$ cat src/rtl/divide_pkg.sv
// Shared core package: state encoding for the divide unit and constants used
// by the neighbouring multiply unit.
package divide_pkg;

    typedef enum logic [1:0] {
        IDLE = 2'd0,
        RUN  = 2'd1,
        FIX  = 2'd2
    } div_state_e;

    localparam int MUL_W      = 32;
    localparam int MUL_STAGES = 3;
    localparam int MUL_PROD_W = 2 * MUL_W;

endpackage : divide_pkg

$ cat src/rtl/divide.sv
// Iterative restoring divider, signed or unsigned, fixed W+2 cycle latency
// from accepted stb to the ack pulse.
module divide
    import divide_pkg::*;
#(
    parameter int W = 32
) (
    input  logic         clk,
    input  logic         rst_n,
    input  logic [W-1:0] a,
    input  logic [W-1:0] b,
    input  logic         is_signed,
    input  logic         stb,
    output logic [W-1:0] q,
    output logic [W-1:0] r,
    output logic         ack
);

    localparam int CTR_W = $clog2(W);

    div_state_e         state_q, state_d;
    logic [CTR_W-1:0]   cnt_q, cnt_d;
    logic [W-1:0]       q_q, q_d;
    logic [W-1:0]       r_q, r_d;
    logic               ack_q, ack_d;

    logic [W-1:0]       b_q, b_d;
    logic               sgn_q, sgn_d;
    logic               a_neg_q, a_neg_d;
    logic [W-1:0]       dvd_q, dvd_d;
    logic [W-1:0]       rem_q, rem_d;

    logic               load_s, step_s, fix_s;
    logic               a_in_neg_s;
    logic [W-1:0]       a_in_mag_s;
    logic               b_neg_s;
    logic [W:0]         b_ext_s, b_mag_s;
    logic [W:0]         trial_s;
    logic               ge_s;
    logic [W-1:0]       q_fix_s, r_fix_s;

    // Dividend magnitude at capture; W-bit unsigned negation of the most
    // negative value yields exactly 2^(W-1), so no extra bit is needed here.
    always_comb begin
        a_in_neg_s = is_signed & a[W-1];
        if (a_in_neg_s) begin
            a_in_mag_s = ~a + W'(1);
        end else begin
            a_in_mag_s = a;
        end
    end

    // Divisor magnitude and one restoring step, all in W+1 bits.
    always_comb begin
        b_neg_s = sgn_q & b_q[W-1];
        b_ext_s = {b_neg_s, b_q};
        if (b_neg_s) begin
            b_mag_s = ~b_ext_s + (W+1)'(1);
        end else begin
            b_mag_s = b_ext_s;
        end
        trial_s = {rem_q, dvd_q[W-1]};
        ge_s    = (trial_s >= b_mag_s);
    end

    // Sign correction of the final magnitudes; b == 0 forces an all-ones quotient.
    always_comb begin
        if (b_q == {W{1'b0}}) begin
            q_fix_s = {W{1'b1}};
        end else if (a_neg_q ^ b_neg_s) begin
            q_fix_s = ~dvd_q + W'(1);
        end else begin
            q_fix_s = dvd_q;
        end
        if (a_neg_q) begin
            r_fix_s = ~rem_q + W'(1);
        end else begin
            r_fix_s = rem_q;
        end
    end

    // FSM state register.
    always_ff @(posedge clk or negedge rst_n) begin
        if (!rst_n) begin
            state_q <= IDLE;
        end else begin
            state_q <= state_d;
        end
    end

    // FSM next-state logic.
    always_comb begin
        state_d = state_q;
        case (state_q)
            IDLE: begin
                if (stb) begin
                    state_d = RUN;
                end else begin
                    state_d = IDLE;
                end
            end
            RUN: begin
                if (cnt_q == {CTR_W{1'b0}}) begin
                    state_d = FIX;
                end else begin
                    state_d = RUN;
                end
            end
            FIX:     state_d = IDLE;
            default: state_d = IDLE;
        endcase
    end

    // FSM control outputs.
    always_comb begin
        load_s = 1'b0;
        step_s = 1'b0;
        fix_s  = 1'b0;
        case (state_q)
            IDLE:    load_s = stb;
            RUN:     step_s = 1'b1;
            FIX:     fix_s  = 1'b1;
            default: begin
                load_s = 1'b0;
                step_s = 1'b0;
                fix_s  = 1'b0;
            end
        endcase
    end

    // Next values for the counter and the result registers.
    always_comb begin
        cnt_d = cnt_q;
        q_d   = q_q;
        r_d   = r_q;
        ack_d = fix_s;
        if (load_s) begin
            cnt_d = CTR_W'(W - 1);
        end else if (step_s && (cnt_q != {CTR_W{1'b0}})) begin
            cnt_d = cnt_q - CTR_W'(1);
        end else begin
            cnt_d = cnt_q;
        end
        if (fix_s) begin
            q_d = q_fix_s;
            r_d = r_fix_s;
        end else begin
            q_d = q_q;
            r_d = r_q;
        end
    end

    // Next values for operand capture and the shifting datapath.
    always_comb begin
        b_d     = b_q;
        sgn_d   = sgn_q;
        a_neg_d = a_neg_q;
        dvd_d   = dvd_q;
        rem_d   = rem_q;
        if (load_s) begin
            b_d     = b;
            sgn_d   = is_signed;
            a_neg_d = a_in_neg_s;
            dvd_d   = a_in_mag_s;
            rem_d   = {W{1'b0}};
        end else if (step_s) begin
            dvd_d = {dvd_q[W-2:0], ge_s};
            if (ge_s) begin
                rem_d = trial_s[W-1:0] - b_mag_s[W-1:0];
            end else begin
                rem_d = trial_s[W-1:0];
            end
        end else begin
            dvd_d = dvd_q;
            rem_d = rem_q;
        end
    end

    // Control and result registers, cleared by reset.
    always_ff @(posedge clk or negedge rst_n) begin
        if (!rst_n) begin
            cnt_q <= {CTR_W{1'b0}};
            q_q   <= {W{1'b0}};
            r_q   <= {W{1'b0}};
            ack_q <= 1'b0;
        end else begin
            cnt_q <= cnt_d;
            q_q   <= q_d;
            r_q   <= r_d;
            ack_q <= ack_d;
        end
    end

    // Operand and partial-remainder registers are don't-care in IDLE, so no reset.
    always_ff @(posedge clk) begin
        b_q     <= b_d;
        sgn_q   <= sgn_d;
        a_neg_q <= a_neg_d;
        dvd_q   <= dvd_d;
        rem_q   <= rem_d;
    end

    assign q   = q_q;
    assign r   = r_q;
    assign ack = ack_q;

endmodule : divide

$ cat config.mk
export PLATFORM = sky130hd
export DESIGN_NAME = divide
export DESIGN_NICKNAME = d
export VERILOG_FILES = /design/src/rtl/divide_pkg.sv /design/src/rtl/divide.sv
export SDC_FILE = /design/constraint.sdc
export NUM_CORES = 1
export LEC_CHECK = 0
export CAP_MARGIN = 20
export CORE_MARGIN = 2
export CORE_UTILIZATION = 45
export CTS_CLUSTER_SIZE = 10
export DETAILED_ROUTE_END_ITERATION = 10
export PLACE_DENSITY = 0.67
export SETUP_SLACK_MARGIN = 0.2
export SLEW_MARGIN = 20
export SYNTH_ARGS = -nofsm -noshare
export SYNTH_HDL_FRONTEND = slang
export SYNTH_SLANG_ARGS = --single-unit
$ cat constraint.sdc
create_clock -name clk -period 14.8 [get_ports clk]
set_clock_uncertainty 0.15 [all_clocks]
set_input_delay 2.96 -clock clk [delete_from_list [all_inputs] [get_ports clk]]
set_output_delay 2.96 -clock clk [all_outputs]
set_load 0.02 [all_outputs]
Yosys cells after proc, flatten, opt, wreduce, memory -nomap -nowiden --
Cells that the tools add are included. Widths: inputs -> output; s select.
Storage, ports and cells: bits in registers 170, bits in latches 0, memory bits (writable) 0, ROM bits 0, input port bits 68, output and inout bits 65, logic and storage cells 49, memories 0
Cells by class: add/subtract/negate cells 6, $mul 0, divide/modulo/power cells 0, magnitude comparators 1, eq/ne operators 2, shift operators 0, muxes and demuxes 16, bitwise gates (word level) 7, reductions and logical operators 7
Operators by type and width (count):
- $mux 32 | 7
- $add 32x1->32 const B | 3
- $not 32->32 | 3
- $add 33x1->33 const B | 1
- $ge 33x33->1 | 1
- $mux 33 | 1
- $not 33->33 | 1
- $logic_not 32->1 | 1
- $sub 32x32->32 | 1
- $mux 5 | 2
- $logic_not 5->1 | 1
- $reduce_bool 5->1 | 1
- $sub 5x1->5 const B | 1
- $mux 1 | 4
- $pmux 2 s2 | 1
- $reduce_bool 2->1 | 2
- $and 1x1->1 | 2
- $eq 2x1->1 const B | 1
- $eq 2x2->1 const B | 1
- $logic_not 2->1 | 1
- $mux 2 | 1
- $logic_and 1x1->1 | 1
- $xor 1x1->1 | 1

Logic depth before layout (Yosys ltp) --
depth after elaboration 7, depth in mapped cells 21, depth with buffers taken out 20

Worst setup path after synthesis --
No wires, ideal clock.
kind input to register, start in a[4], end reg dvd_q[29] (data pin), setup time 0.268 ns, data arrival time 5.102 ns, data required time 14.382 ns, slack 9.280 ns, stages on the path 9, path buffers 0, cell sequence or3_1 or4_1 nor3_1 nand2_1 nor3b_1 nand2_1 o41ai_1 xor2_1 o21ai_0
Between the ends: word-level cells in the longest chain between the ends 4
Ends and longest elaborated chain:
- from (decl) | RTL line divide.sv:10 | input logic [W-1:0] a,
- $not 32->32 | RTL line divide.sv:47 | a_in_mag_s = ~a + W'(1);
- $add 32x1->32 | RTL line divide.sv:47
- $mux 32 | RTL line divide.sv:46 | if (a_in_neg_s) begin
- $mux 32 | RTL line divide.sv:160 | if (load_s) begin
- net dvd_d[29] | RTL line divide.sv:30 | logic [W-1:0] dvd_q, dvd_d;
- to (signal assigned) | RTL line divide.sv:199 | dvd_q <= dvd_d;
- to (decl) | RTL line divide.sv:30
The timed path passes the listed nets, and every way through them passes these cells. A chain may end at the register's enable or synchronous reset.

Worst setup path in the final report --
start in a[2], end reg dvd_q[29] (data pin)
Same word-level chain as after synthesis.

==> results.yml <==
outcome:
  outcome: "complete, no violations"
cells_and_area:
  final_cell_mix: "nand2_1, o21ai_0, clkdlybuf4s50_1"
  layout.cells.non_filler: 1557
  design_area_mm2: 0.0125
  syn2layout_area_growth_pct: 20.3
  nNetsFinal: 1366
  antenna-diode-count: 0
  drive_above_1_share: 0.0472
  final_common_cell: "nand2_1"
floorplan:
  num_rows: 55
  boundaryPins: 133
  dieHeight_um: 156
  fp.dieW_um: 156
  core_mm2: 0.0226
  initial_core_util: 0.460
  dieArea_mm2: 0.0244
power:
  pwr_density_cell_mw_per_mm2: 198
  vdd_drop_max_uv: 85.7
  leakage_nw: 4.98
  power_mw: 2.48
clocking:
  hold_buffers: 0
  cts_setup_buffers: 0
  clock_path_buffers: 2
  cts-root-buf: "clkbuf_16"
  cts.clk_slew.worst_paths_ns: 0.07
  post_cts_resized: 0
  cts_tree: "built"
  numCtsBuffers: 17
  htree_num_levels: 4
  clock_latency_ns: 0.43
  cts.sinks: 170
sta:
  post-route-min-period_ns: 6.05
  rsz0062_at_grt: "no"
  slew_headroom: 0.275
  period_share: 0.409
  tightest_slew_ns: 1.09
  maxSlewViolCount: 0
  setup-tns-final_ns: 0
  setup_slack_ns: 8.75
  setup_viol: 0
  fmax_mhz: 165
  finalHoldViolCount: 0
route:
  drt_iter0_markers: 508
  drc_errors: 0
  ant_nets: 0
  wire_per_inst_um: 16.2
  dr.pass1.iters: 5
  wirelength_mm: 25.2
  avgViaCountPerCell: 5.56
  via_count: 8663
worst_setup_path:
  end_kind: "flop"
  path_cells: "clkdlybuf4s50_1 -> or3_1 -> or4_1 -> nor3_1 -> nand2_1 -> nor3b_1 -> nand2_1 -> o41ai_1 -> xor2_1 -> o21ai_0"
  path_buf_inv: 1
  slowest_delay_ns: 0.49
  cp.required_ns: 14.79
  cpMostUsedCell: "nand2_1"
  critical_path_class: "input pin to flop"
  worstReg2RegStart: "b_q[2]"
  crit_family: "simple AND/OR/NAND/NOR gates"
  worstSetupStartpoint: "a[2]"
  crit_arrival_ns: 6.04
  startpoint_type: "input pin"
  cp_slowest_cell: "nor3b_1"
  path_max_fanout: 4
logic_synthesis:
  synth_edf_count: 66
  synth_cells: 1153
  synthFlopType: "dfrtp_1"
  yosysWarningCount: 0
  yosys.cell_types.count: 65
  syn_area_mm2: 0.0104
  ys_ff_latch: 170
  async_reset_ff_frac: 0.424
  ys_seq_area_frac: 0.425
  synth_fp_nets: 1260
  syn-mean-instance-area_um2: 9.03
global_route:
  antenna_found_initial: 0
  grt-ovfl-total: 0
  grt_pass1_vias: 8136
  grt_max_degree: 68
  grt_first_pass_wirelength_mm: 41.5
  track_usage: 0.213
place:
  hpwl_mm: 19.1
  dpl-instance-area_mm2: 0.0119
  routabilityCongestion: 0.902
  place_ws_ns: 8.34
  io_buffers: 132
  place_inst: 1525
worst_hold_path:
  hp-start: "cnt_q[4]"
  hold_path_class: "flop to flop"
flow_run:
  cap_violations: 0
final timing paths:
| path | end | slack [ns] | cells after the start |
|---|---|---|---|
| max in group asynchronous | q[11] | 11.25 | 2 |
| min reg2reg | state_q[1] | 0.31 | 1 |
| min | state_q[1] | 0.31 | 1 |
| max | dvd_q[29] | 8.75 | 10 |
| max reg2reg | rem_q[13] | 9.12 | 18 |
| min in group asynchronous | r[7] | 2.17 | 1 |
area by class of cell:
type | instances | area [um2]
multi-input combinational | 905 | 5700
tap | 285 | 357
inverter | 26 | 97.6
fill | 2050 | 10100
clock inverter | 14 | 138
clock buffer | 18 | 429
timing repair buffer | 139 | 1370
sequential | 170 | 4420
routing by layer:
layer / GRT usage / routed length, um
met5: 0 / 0
met4: 0.0603 / 292
met3: 0.0436 / 1540
met2: 0.334 / 11200
met1: 0.300 / 12100
flip-flops by register name (all words and copies together), names as in the netlist:
signal   cells
a_neg_q      1
ack          1
b_q         32
cnt_q        5
dvd_q       32
q           32
r           32
rem_q       32
sgn_q        1
state_q      2
stage by stage:
step,utilization,hold WS [ns]
3_5_place_dp,0.527,0.299
6_report,0.553,0.310
2_1_floorplan,-,0.285
5_1_grt,0.553,0.340
3_3_place_gp,0.527,0.300
4_1_cts,0.552,0.310
power by group:
part | switching, mW | internal, mW
sequential | 0.196 | 0.682
combinational | 0.660 | 0.510
clock | 0.198 | 0.236
logic make-up (layout without fill, tap and decap cells):
| logic type | Yosys count | after routing | share of synthesized area |
|---|---|---|---|
| flops | 170 | 170 | 0.425 |
| simple gates | 366 | 366 | 0.167 |
| other cells | 1 | 1 | 0.000360 |
| mux | 4 | 4 | 0.00385 |
| xor+xnor | 145 | 145 | 0.122 |
| buf+inv | 78 | 197 | 0.0303 |
| fa+ha+maj | 39 | 39 | 0.0476 |
| compound gates | 350 | 350 | 0.204 |
cells in the mapped netlist (18+ instances only):
library cell | count | share of area
dfxtp_1 | 32 | 0.062
clkbuf_1 | 48 | 0.017
inv_1 | 25 | 0.0090
xnor2_1 | 61 | 0.051
ha_1 | 38 | 0.046
nor2_1 | 97 | 0.035
xor2_1 | 84 | 0.071
o31ai_1 | 27 | 0.019
nor3_1 | 21 | 0.010
nand2_1 | 141 | 0.051
edfxtp_1 | 66 | 0.19
o21ai_0 | 134 | 0.064
a21oi_1 | 91 | 0.044
nand3_1 | 18 | 0.0087
dfrtp_1 | 72 | 0.17
Power figures use the tool's default switching activity.
